`config.mk`:
```
export PLATFORM = sky130hd
export DESIGN_NAME = pixel_row_packer
export DESIGN_NICKNAME = d
export VERILOG_FILES = /design/src/rtl/mjpeg_pkg.sv /design/src/rtl/pixel_row_slot.sv /design/src/rtl/pixel_row_packer.sv
export SDC_FILE = /design/constraint.sdc
export NUM_CORES = 1
export LEC_CHECK = 0
export CORE_MARGIN = 10
export CORE_UTILIZATION = 45
export CTS_CLUSTER_SIZE = 14
export DETAILED_ROUTE_END_ITERATION = 10
export GPL_TIMING_DRIVEN = 0
export PLACE_DENSITY = 0.65
export SYNTH_ARGS = -nofsm -noshare
export SYNTH_HDL_FRONTEND = slang
export SYNTH_SLANG_ARGS = --single-unit
export TNS_END_PERCENT = 100
```
`constraint.sdc`:
```
create_clock -name sys_clk -period 2.3 [get_ports sys_clk]
set_input_delay 0.23 -clock sys_clk [delete_from_list [all_inputs] [get_ports sys_clk]]
set_output_delay 0.23 -clock sys_clk [all_outputs]
set_load 0.01 [all_outputs]
```
`src/rtl/mjpeg_pkg.sv`:
```
// Shared MJPEG front-end definitions: DCT sample/row defaults, row-word type,
// ping-pong slot selector and the pixel sign-extension helper used by the DCT stage.
package mjpeg_pkg;

  localparam int unsigned DCT_PIX_W        = 8;
  localparam int unsigned DCT_SAMP_W       = 12;
  localparam int unsigned DCT_ROW_LEN      = 8;
  localparam int unsigned DCT_ROWS_PER_BLK = 8;

  typedef logic [DCT_SAMP_W-1:0]             sample_t;
  typedef logic [DCT_ROW_LEN*DCT_SAMP_W-1:0] row_word_t;

  typedef enum logic {
    SLOT_A = 1'b0,
    SLOT_B = 1'b1
  } slot_sel_t;

  // Two's-complement pixel to DCT sample, sign bit replicated upward.
  function automatic sample_t sign_ext(input logic [DCT_PIX_W-1:0] pix);
    return sample_t'($signed(pix));
  endfunction

  function automatic slot_sel_t other_slot(input slot_sel_t s);
    return (s == SLOT_A) ? SLOT_B : SLOT_A;
  endfunction

endpackage

```
`src/rtl/pixel_row_slot.sv`:
```
// One ping-pong slot: ROW_LEN x SAMP_W register bank with per-column write,
// zero-padding of the unwritten tail when the row closes, and a full flag.
module pixel_row_slot #(
  parameter int unsigned SAMP_W  = 12,
  parameter int unsigned ROW_LEN = 8,
  localparam int unsigned COL_W  = $clog2(ROW_LEN)
) (
  input  logic                      sys_clk,
  input  logic                      sys_rst_n,
  input  logic                      wr_en,
  input  logic [COL_W-1:0]          wr_col,
  input  logic [SAMP_W-1:0]         wr_data,
  input  logic                      close,
  input  logic                      drain,
  output logic                      full,
  output logic [ROW_LEN*SAMP_W-1:0] data
);

  logic [ROW_LEN-1:0][SAMP_W-1:0] cols;

  assign data = cols;

  // Column store; on close every column beyond the written one is cleared so
  // a short (flushed) row never carries stale samples from an earlier row.
  always_ff @(posedge sys_clk or negedge sys_rst_n) begin
    if (!sys_rst_n) begin
      cols <= '0;
    end else if (wr_en) begin
      for (int unsigned i = 0; i < ROW_LEN; i++) begin
        if (COL_W'(i) == wr_col) begin
          cols[i] <= wr_data;
        end else if (close && (COL_W'(i) > wr_col)) begin
          cols[i] <= '0;
        end
      end
    end
  end

  // Full flag: set by the closing write, cleared by the output handshake.
  // Both can never hit the same slot in one cycle (write needs empty, drain needs full).
  always_ff @(posedge sys_clk or negedge sys_rst_n) begin
    if (!sys_rst_n) begin
      full <= 1'b0;
    end else if (wr_en && close) begin
      full <= 1'b1;
    end else if (drain) begin
      full <= 1'b0;
    end
  end

endmodule

```
`src/rtl/pixel_row_packer.sv`:
```
// Streaming serial-to-parallel pixel packer for the MJPEG front end.
// Accepts one pixel per valid/ready beat, sign-extends it to SAMP_W and packs
// ROW_LEN samples into a row word through two ping-pong slots. Rows carry
// their index within the block and a last-row-of-block flag.
// Build option: define LEVEL_SHIFT_EN to treat pix_data as unsigned and
// level-shift it by -2^(DATA_W-1) before sign extension.
module pixel_row_packer
  import mjpeg_pkg::*;
#(
  parameter int unsigned DATA_W       = DCT_PIX_W,
  parameter int unsigned SAMP_W       = DCT_SAMP_W,
  parameter int unsigned ROW_LEN      = DCT_ROW_LEN,
  parameter int unsigned ROWS_PER_BLK = DCT_ROWS_PER_BLK,
  localparam int unsigned IDX_W       = (ROWS_PER_BLK > 1) ? $clog2(ROWS_PER_BLK) : 1
) (
  input  logic                      sys_clk,
  input  logic                      sys_rst_n,
  input  logic                      pix_valid,
  input  logic [DATA_W-1:0]         pix_data,
  input  logic                      pix_flush,
  output logic                      pix_ready,
  output logic                      row_valid,
  input  logic                      row_ready,
  output logic [ROW_LEN*SAMP_W-1:0] row_data,
  output logic [IDX_W-1:0]          row_idx,
  output logic                      blk_last
);

  localparam int unsigned COL_W = $clog2(ROW_LEN);

  logic [COL_W-1:0]                    col_cnt;
  slot_sel_t                           fill_ptr;
  slot_sel_t                           drain_ptr;
  logic [1:0]                          slot_full;
  logic [1:0][ROW_LEN*SAMP_W-1:0]      slot_data;
  logic [1:0]                          fill_hot;
  logic [1:0]                          drain_hot;
  logic                                accept;
  logic                                close_row;
  logic                                last_col;
  logic                                out_fire;
  logic [DATA_W-1:0]                   pix_adj;
  logic [SAMP_W-1:0]                   sample;

  // Input conditioning: optional level shift, then sign extension to SAMP_W.
  always_comb begin
    pix_adj = pix_data;
`ifdef LEVEL_SHIFT_EN
    pix_adj[DATA_W-1] = ~pix_data[DATA_W-1];
`endif
    sample = SAMP_W'($signed(pix_adj));
  end

  assign fill_hot  = (fill_ptr  == SLOT_B) ? 2'b10 : 2'b01;
  assign drain_hot = (drain_ptr == SLOT_B) ? 2'b10 : 2'b01;

  // Only state registers feed pix_ready, so row_ready has no path into it.
  assign pix_ready = ~|(slot_full & fill_hot);
  assign row_valid = |(slot_full & drain_hot);
  assign row_data  = (drain_ptr == SLOT_B) ? slot_data[1] : slot_data[0];
  assign blk_last  = (row_idx == IDX_W'(ROWS_PER_BLK - 1));

  assign last_col  = (col_cnt == COL_W'(ROW_LEN - 1));
  assign accept    = pix_valid & pix_ready;
  assign close_row = accept & (last_col | pix_flush);
  assign out_fire  = row_valid & row_ready;

  for (genvar s = 0; s < 2; s++) begin : g_slot
    pixel_row_slot #(
      .SAMP_W (SAMP_W),
      .ROW_LEN(ROW_LEN)
    ) u_slot (
      .sys_clk  (sys_clk),
      .sys_rst_n(sys_rst_n),
      .wr_en    (accept & fill_hot[s]),
      .wr_col   (col_cnt),
      .wr_data  (sample),
      .close    (close_row & fill_hot[s]),
      .drain    (out_fire & drain_hot[s]),
      .full     (slot_full[s]),
      .data     (slot_data[s])
    );
  end

  // Fill side: column counter and fill pointer advance on accepted beats.
  always_ff @(posedge sys_clk or negedge sys_rst_n) begin
    if (!sys_rst_n) begin
      col_cnt  <= '0;
      fill_ptr <= SLOT_A;
    end else if (accept) begin
      if (close_row) begin
        col_cnt  <= '0;
        fill_ptr <= other_slot(fill_ptr);
      end else begin
        col_cnt <= col_cnt + 1'b1;
      end
    end
  end

  // Drain side: drain pointer and row index advance on each output handshake.
  always_ff @(posedge sys_clk or negedge sys_rst_n) begin
    if (!sys_rst_n) begin
      drain_ptr <= SLOT_A;
      row_idx   <= '0;
    end else if (out_fire) begin
      drain_ptr <= other_slot(drain_ptr);
      row_idx   <= blk_last ? '0 : row_idx + 1'b1;
    end
  end

endmodule
```
==> results.md <==
- Gr ovfl total: 0
- GPL Wtd Cong: 0.848
- Seq/Total Area, Yosys: 49.2%
- Htree depth: 4
- CTS tree: done
- Hold crit path type: input port to asynchronous set/reset pin
- Number of routed nets with antenna violations: 0
- Leakage power: 4.31 nW
- P&R area growth vs syn: 30.0%
- Drt via density: 5.51
- Die height: 145 µm
- Core Region: 0.0153 mm²
- Synth Instances: 626
- Setup Viol. Count Final: 6
- Drt initial violations: 384
- Root buffer cell: clkbuf_16
- Storage cell area: 0.00345 mm²
- Clock Latency Late Sink: 0.42 ns
- Post-synth net total: 645
- Starting density of the core: 46.0%
- Hold_ws: 0.404 ns
- Async S/R FF share, synth: 100%
- Global Route Usage Sum: 18.9%
- Final WL: 20200 µm
- Footprint of the multi-input gates: 0.00305 mm²
- Syn Area/Cell: 11.2 µm²
- Power share of the combinational group: 48.0%
- Die ar.: 0.0210 mm²
- Die width: 145 µm
- Filler Cell Count: 1285
- WP data arrival: 2.10 ns
- Buf/Inv on CP: 3
- Drt wl/cell: 20.5 µm
- Largest net degree at the start of global routing: 71
- # IOs: 115
- Post-synthesis compound-gate area fraction: 16.1%
- Multiplexer share of the synthesized area: 16.9%
- CP max stage cell: clkdlybuf4s50_1
- Worst slew pin tran: 0.829 ns
- Synth area leader: dfrtp_1
- Setup TNS: -0.122 ns
- Post-synthesis simple-gate area fraction: 9.01%
- Max_cap viols: 0
- Synth Area in XOR/XNOR: 0%
- Share of the synthesized area in the top cell type: 49.2%
- Layout cell share with drive strength beyond 1: 19.0%
- Synth cell types: 43
- DRT Pass-1 Iters: 4
- Mapped Area: 0.00702 mm²
- Dpl hpwl: 13900 µm
- Residual DRC: 0
- Vias in the first global route: 5626
- Crit path cell chain: buf_4 > mux2_2 > buf_4 > clkdlybuf4s50_1
- Nets: 782
- Vias post-DR: 5430
- Final Cycle Share: 101%
- Final Hold Fails: 0
- Worst Setup End Kind: output port
- Max-slew headroom: 44.5%
- CP Data Required Time: 2.07 ns
- Port buffer count: 114
- Critical Path Fanout Max: 10
- Final Total Pwr: 12.3 mW
- # rows: 45
- TritonCTS buffer count: 17
- Status: finished with violations
- Initial antenna violation count: 1
- IR drop worst, VDD: 0.000676 V
- Post-synthesis adder-cell area fraction: 1.07%
- Final min period: 2.33 ns
- Top-count cell post-synth: dfrtp_1
- Slew Viols, Final: 0
- Internal power: 8.01 mW
- Final WS setup: -0.0334 ns
- Final clock skew: 0.00722 ns
- Max incr delay on CP: 0.49 ns
- Sequential fraction of design power: 31.0%
- Critical path type: flip-flop to output port
- Synth top area cells: dfrtp_1, a22o_1, mux2i_1
- FMAX: 429 MHz
- Failing checks: negative setup slack
- RSZ-0062 raised after global routing: true
- CP delay by family, top: buffers and inverters
- Most instantiated cells after synthesis: dfrtp_1, a22o_1, nand2_1
- Number of flops mapped to enable cells by yosys: 0
- #FFs+latches synth: 138
- Clock transition at the registers of the reported paths: 0.05 ns
- Main synth FF type: dfrtp_1
- Psw: 4.34 mW
- Cell mode on critical path: buf_4
- Clock sinks: 138
- Yosys warnings: 0
- Sw Share: 35.1%
- Clock power frac: 21.0%
- Element type at the critical path start: flip-flop
- Pwr per Cell Area: 1350 mW/mm²
- Main combinational cell family by area after synthesis: multiplexers
- Antenna diodes: 0
- Worst R2R Setup Slack: 0.15 ns
- First-pass GRT wire length: 32300 µm
- CTS Buffer Depth: 2
## flip-flops by register name, indices dropped and copies added (netlist names)
register / cells
col_cnt: 3
drain_ptr: 1
fill_ptr: 1
g_slot.u_slot.data: 128
g_slot.u_slot.full: 2
row_idx: 3
## kinds of logic after synthesis
logic type	Yosys count
flops	138
fa+ha+maj	6
mux	111
simple gates	125
buf+inv	94
compound gates	152
## timing repair
item                                    4_1_cts  5_1_grt
hold buffers                                  1        0
endpoints found under the hold margin        69        0
cloned                                        0        0
gates resized for setup                      28       19
pin swaps                                     0        0
endpoints found under the setup margin       96       56
setup buffers                                 2        1
## power by group through the flow
stage                     Combinational (mW)  Clock (mW)  Sequential, mW
after floorplan                         3.49           0            3.68
after global placement                  5.75           0            3.78
after detailed placement                5.89           0            3.83
after CTS                               5.99        2.61            3.82
after global routing                    6.44        2.74            3.93
final                                   5.92        2.59            3.83
## stage by stage
step                      std cells  instance area [µm²]  utilization [%]  worst slack (ns)
after floorplan                 626                 7020                -             0.490
after global placement          951                 8430             55.2             -4.38
after detailed placement        952                 8460             55.4            -0.167
after global routing            985                 9130             59.9           -0.0976
after CTS                       984                 9070             59.5           -0.0611
final                           985                 9130             59.9           -0.0334
## per-layer routing
layer	vias up	GRT usage (%)	routed length (µm)
met4	0	5.21	202
met5	-	0	0
met3	17	5.12	1270
li1	2496	-	-
met2	164	30.1	9610
met1	2753	24.9	9090
## area by class of cell
cell class                 instances  area share (%)
clock inverter                     9            1.11
sequential                       138            37.8
timing repair buffer             119            13.4
clock buffer                      21            4.82
inverter                          11           0.452
multi-input combinational        394            33.4
buffer                            82            6.06
tap                              211            2.89
## cells in the final DEF (no fill, tap or decap), drive strengths merged, types with 2 or more instances in the layout
cell,n
dlygate4sd2,5
o211ai,18
a21oi,3
buf,70
mux2,61
a21o,2
and2,17
clkbuf,38
dlymetal6s2s,12
inv,11
mux2i,50
dfrtp,138
o21ai,52
a22o,71
ha,6
or2,2
nor2b,2
nand3,10
nor2,3
nand2,66
bufinv,2
clkinv,6
and3,18
clkdlybuf4s50,96
## final timing paths
| kind | to | cells after the start | start |
|---|---|---|---|
| setup / recovery | row_data[69] | 4 | drain_ptr |
| hold / removal | row_idx[2] | 2 | sys_rst_n |
| setup reg to reg | g_slot[1].u_slot.data[22] | 5 | col_cnt[1] |
| hold reg to reg | g_slot[1].u_slot.data[12] | 1 | g_slot[1].u_slot.data[12] |
| max in group asynchronous | g_slot[0].u_slot.data[61] | 3 | sys_rst_n |
| min in group sys_clk | g_slot[1].u_slot.data[12] | 1 | g_slot[1].u_slot.data[12] |
Note: power is estimated with default switching activity, not from simulation.
